--- config.mk ---
export PLATFORM = sky130hd
export DESIGN_NAME = seq_gen
export DESIGN_NICKNAME = d
export VERILOG_FILES = /design/src/rtl/seq_gen_pkg.sv /design/src/rtl/seq_gen.sv
export SDC_FILE = /design/constraint.sdc
export NUM_CORES = 1
export LEC_CHECK = 0
export BUFFER_PORTS_ARGS = -buffer_cell sky130_fd_sc_hd__buf_2
export CORE_MARGIN = 8
export CORE_UTILIZATION = 58
export CTS_BUF_LIST = sky130_fd_sc_hd__clkbuf_16
export DETAILED_ROUTE_END_ITERATION = 7
export PLACE_DENSITY = 0.9
export SYNTH_ARGS = -nofsm -noshare
export SYNTH_HDL_FRONTEND = slang
export SYNTH_SLANG_ARGS = --single-unit
--- constraint.sdc ---
create_clock -name clk -period 4.2 [get_ports clk]
set_input_delay 0.84 -clock clk [delete_from_list [all_inputs] [get_ports clk]]
set_output_delay 0.84 -clock clk [all_outputs]
set_load 0.01 [all_outputs]
--- src/rtl/seq_gen_pkg.sv ---
// Shared definitions for the serial pattern transmitter: state encoding and
// the default pattern width.
package seq_gen_pkg;

    localparam int DEFAULT_WIDTH = 32;

    typedef enum logic {
        ST_IDLE = 1'b0,
        ST_SEND = 1'b1
    } state_t;

endpackage

--- src/rtl/seq_gen.sv ---
// Serial pattern transmitter: loads a pattern word and shifts it out LSB-first,
// single-shot or looping, feeding the downstream sequence detector.
module seq_gen
    import seq_gen_pkg::*;
#(
    parameter int WIDTH = DEFAULT_WIDTH,
    parameter int CNT_W = $clog2(WIDTH)
) (
    input  logic             clk,
    input  logic             rst_n,
    input  logic             i_load,
    input  logic [WIDTH-1:0] i_pattern,
    input  logic [CNT_W-1:0] i_len,
    input  logic             i_repeat,
    input  logic             i_stop,
    output logic             o_ready,
    output logic             o_valid,
    output logic             o_val,
    output logic             o_last,
    output logic             o_done
);

    state_t           state;
    logic [CNT_W-1:0] idx;
    logic [CNT_W-1:0] nxt_idx;
    logic [CNT_W-1:0] len_q;
    logic [WIDTH-1:0] pat_q;
    logic             rep_q;
    logic             stop_pend;

    // idx never exceeds len_q, so the increment cannot wrap past WIDTH-1.
    assign nxt_idx = idx + CNT_W'(1);

    always_ff @(posedge clk) begin
        if (!rst_n) begin
            state     <= ST_IDLE;
            idx       <= '0;
            len_q     <= '0;
            pat_q     <= '0;
            rep_q     <= 1'b0;
            stop_pend <= 1'b0;
            o_ready   <= 1'b0;
            o_valid   <= 1'b0;
            o_val     <= 1'b0;
            o_last    <= 1'b0;
            o_done    <= 1'b0;
        end else begin
            case (state)
                ST_IDLE: begin
                    o_done  <= 1'b0;
                    o_ready <= 1'b1;
                    o_valid <= 1'b0;
                    o_val   <= 1'b0;
                    o_last  <= 1'b0;
                    if (i_load && o_ready) begin
                        pat_q     <= i_pattern;
                        len_q     <= i_len;
                        rep_q     <= i_repeat;
                        stop_pend <= 1'b0;
                        idx       <= '0;
                        state     <= ST_SEND;
                        o_ready   <= 1'b0;
                        o_valid   <= 1'b1;
                        o_val     <= i_pattern[0];
                        o_last    <= (i_len == '0);
                    end
                end

                ST_SEND: begin
                    o_done <= 1'b0;
                    if (idx != len_q) begin
                        idx       <= nxt_idx;
                        o_val     <= pat_q[nxt_idx];
                        o_last    <= (nxt_idx == len_q);
                        stop_pend <= stop_pend | i_stop;
                    end else if (rep_q && !(stop_pend || i_stop)) begin
                        // Wrap straight into the next frame with no idle gap.
                        idx    <= '0;
                        o_val  <= pat_q[0];
                        o_last <= (len_q == '0);
                    end else begin
                        state     <= ST_IDLE;
                        idx       <= '0;
                        stop_pend <= 1'b0;
                        o_done    <= 1'b1;
                        o_ready   <= 1'b1;
                        o_valid   <= 1'b0;
                        o_val     <= 1'b0;
                        o_last    <= 1'b0;
                    end
                end

                default: begin
                    state <= ST_IDLE;
                end
            endcase
        end
    end

endmodule

==> impl_results.md <==
* Status: finished, final reports clean
* RePlAce Congestion at 0.896
* Clock insertion delay at the later pin of the skew report at 0.29 ns
* Initial antenna violation count at 0
* Final HPWL DP at 3.62 mm
* CTS tree: done
* Critical Path End: o_val$_SDFF_PN0_
* Crit path DAT at 2.93 ns
* Chip Height at 78.7 µm
* Max Slew Vio Count at 0
* DRT Wirelength at 5.07 mm
* IO Pins at 47
* Slew headroom at 0.482
* Drt first-iter violations at 147
* Die width at 78.7 µm
* Part of the cycle the worst path needs at 0.654
* Starting Density at 0.613
* Worst Reg-to-Reg Cells at 6
* Routed WL per cell at 14.4 µm
* M1 GR Usage at 0.187
* Asr flop ratio synth at 0
* Cell count after synthesis at 264
* Final Skew at 0.00454 ns
* Distinct cell type count after synthesis at 37
* Hold WS at 0.455 ns
* Setup_tns at 0 ns
* Grt peak-use layer: met2
* Pint at 0.760 mW
* Synth top area cells: dfxtp_1, nand2_1, a21oi_1, mux2i_1, mux4_2
* Worst Path Required at 4.38 ns
* Final hold viol count at 0
* Least-Margin Pin Slew at 0.775 ns
* Peak supply drop at 0.322 mV
* TritonRoute pass-1 iters at 4
* Post-synth EDFFs at 0
* Synth top cells by count: nand2_1, dfxtp_1, a21oi_1, clkbuf_1, mux2i_1
* Via count at 2016
* Period minus WS final at 2.75 ns
* Yosys Warn Count at 0
* CP Launch Type: flop
* N_diodes at 0
* Seq pwr share at 0.511
* Die area at 6190 µm²
* Core footprint at 3720 µm²
* Antenna violation net count after detailed routing at 0
* Syn nets at 307
* First-pass GRT wire length at 8.69 mm
* Met2 Track Usage GR at 0.293
* WS Path Type: flop to flop
* Critical path cell sequence: ha_1 -> mux4_2 -> nor2b_1 -> a2111oi_4 -> nor3b_1 -> a31o_1
* Pleak at 0.992 nW
* Most frequent cell after synthesis: nand2_1
* Power Total at 1.00 mW
* Crit path max-delay family: adder cells
* Area of the mapped netlist at 2280 µm²
* Start point of the worst hold path: rep_q$_SDFFE_PN0P_
* Buf+Inv Stages, Crit Path at 0
* Rows at 22
* Fillers at 303
* Switching Power at 0.241 mW
* Ratio of cells with drive above 1 in the final layout at 0.205
* Top_reg_cell synth: dfxtp_1
* Syn avg cell area at 8.63 µm²
* Nets@finish at 346
* Crit end category: flop
* Via/cell ratio at 5.74
* Met3 Use GR at 0.0661
* Logic pwr share at 0.112
* CTS HTree Levels at 2
* Net Sw Frac at 0.241
* Reg2reg setup slack at 1.45 ns
* Port Buffer Count at 46
* Crit Path Max Fanout at 14
* Min-Delay Path Class: flop to flop
* TritonCTS Buffers at 5
* Drt drc at 0
* Max Cap Violations at 0
* GRT Util Overall at 0.173
* Largest area contributor in the netlist: dfxtp_1
* Post-CTS Setup Repair Bufs at 0
* Pwr Density at 379 nW/µm²
* CP Launch Point: idx[0]$_SDFFE_PN0P_
* Number of global-route vias before repair at 1979
* Clock power share at 0.377
* Cts repair resizes at 0
* Synth Register Bits at 50
* Reg-to-Reg End: o_val$_SDFF_PN0_
* Fmax at 364 MHz
* Top cell type's share of synthesized area at 0.440
* Unrepaired setup endpoints after global routing: no
* Critical Path Slowest Stage Cell: ha_1
* Root Driver: clkbuf_16
* R2r startpoint: idx[0]$_SDFFE_PN0P_
* Sequential element share of the synthesized area at 0.440
* Total gr overflow at 0
* # hold bufs at CTS at 0
* CP peak stage delay at 0.67 ns
* Stages on the worst setup path at 6
* Area growth syn-to-layout at 16.2%
* Clk sink count at 50
* Worst-path clk slew at 0.06 ns
* Largest net degree at the start of global routing at 42
* Final setup viols at 0
* CTS Buffer Depth at 2
power groups by stage:
stage,Combinational [mW],Sequential (mW),Clock (mW)
floorplan,0.0758,0.517,0
global placement,0.108,0.522,0
detailed placement,0.111,0.522,0
CTS,0.113,0.512,0.383
global route,0.126,0.514,0.404
finish,0.112,0.512,0.378
layout make-up:
type,count,area (µm²),share of cell area
inverter,3,11.3,0.00426
sequential,50,1000,0.378
tap,48,60.1,0.0227
timing repair buffer,49,253,0.0956
clock buffer,5,125,0.0473
multi-input combinational,194,1180,0.447
clock inverter,2,11.3,0.00426
worst reg2reg max path, stage by stage (launching register included):
cell and delay, ns:
dfxtp_1 0.59, ha_1 0.67, mux4_2 0.59, nor2b_1 0.17, a2111oi_4 0.33, nor3b_1 0.08
a31o_1 0.21
per-stage QoR:
step | std cells | setup slack [ns] | cell area, µm² | utilization
after floorplan | 264 | 2.15 | 2280 | -
after global placement | 344 | 1.56 | 2510 | 0.675
after detailed placement | 344 | 1.44 | 2510 | 0.675
after CTS | 351 | 1.43 | 2650 | 0.712
after global routing | 351 | 1.25 | 2650 | 0.712
final | 351 | 1.45 | 2650 | 0.712
worst min-delay path by stage:
stage | to | slack, ns | cells after the start
after global placement | pat_q[30]$_SDFFE_PN0P_ | 0.44 | 2
after CTS | rep_q$_SDFFE_PN0P_ | 0.45 | 2
final | rep_q$_SDFFE_PN0P_ | 0.46 | 2
after detailed placement | rep_q$_SDFFE_PN0P_ | 0.44 | 2
after global routing | pat_q[7]$_SDFFE_PN0P_ | 0.47 | 2
after floorplan | rep_q$_SDFFE_PN0P_ | 0.43 | 2
per-layer routing:
metal	part of all wire	wire length [µm]
met5	0	0
met1	0.40	2010
met3	0.067	341
met2	0.52	2620
met4	0.019	97
flip-flops by register name, summed over array words and instances (netlist names):
signal,cells
idx,5
pat_q,32
o_done,1
o_valid,1
len_q,5
o_val,1
state,1
stop_pend,1
rep_q,1
o_ready,1
o_last,1
cell usage in the layout (no fill, tap or decap), drive strengths merged, types with 4 or more instances in the layout:
master / count
buf: 49
nor2: 6
inv: 4
o21ai: 5
mux2i: 10
nand3: 4
xnor2: 7
a21oi: 43
clkbuf: 5
nand2: 80
dfxtp: 50
mux4: 6
kinds of logic after synthesis:
logic type,Yosys count,share of synthesized area
AO/OA/AOI/OAI,61,0.160
XOR/XNOR,10,0.0467
adder cells (fa/ha/maj),1,0.00549
buffers and inverters,20,0.0418
flip-flops,50,0.440
multiplexers,16,0.107
AND/OR/NAND/NOR,106,0.199
No activity file was read; power rests on OpenSTA's default activity.
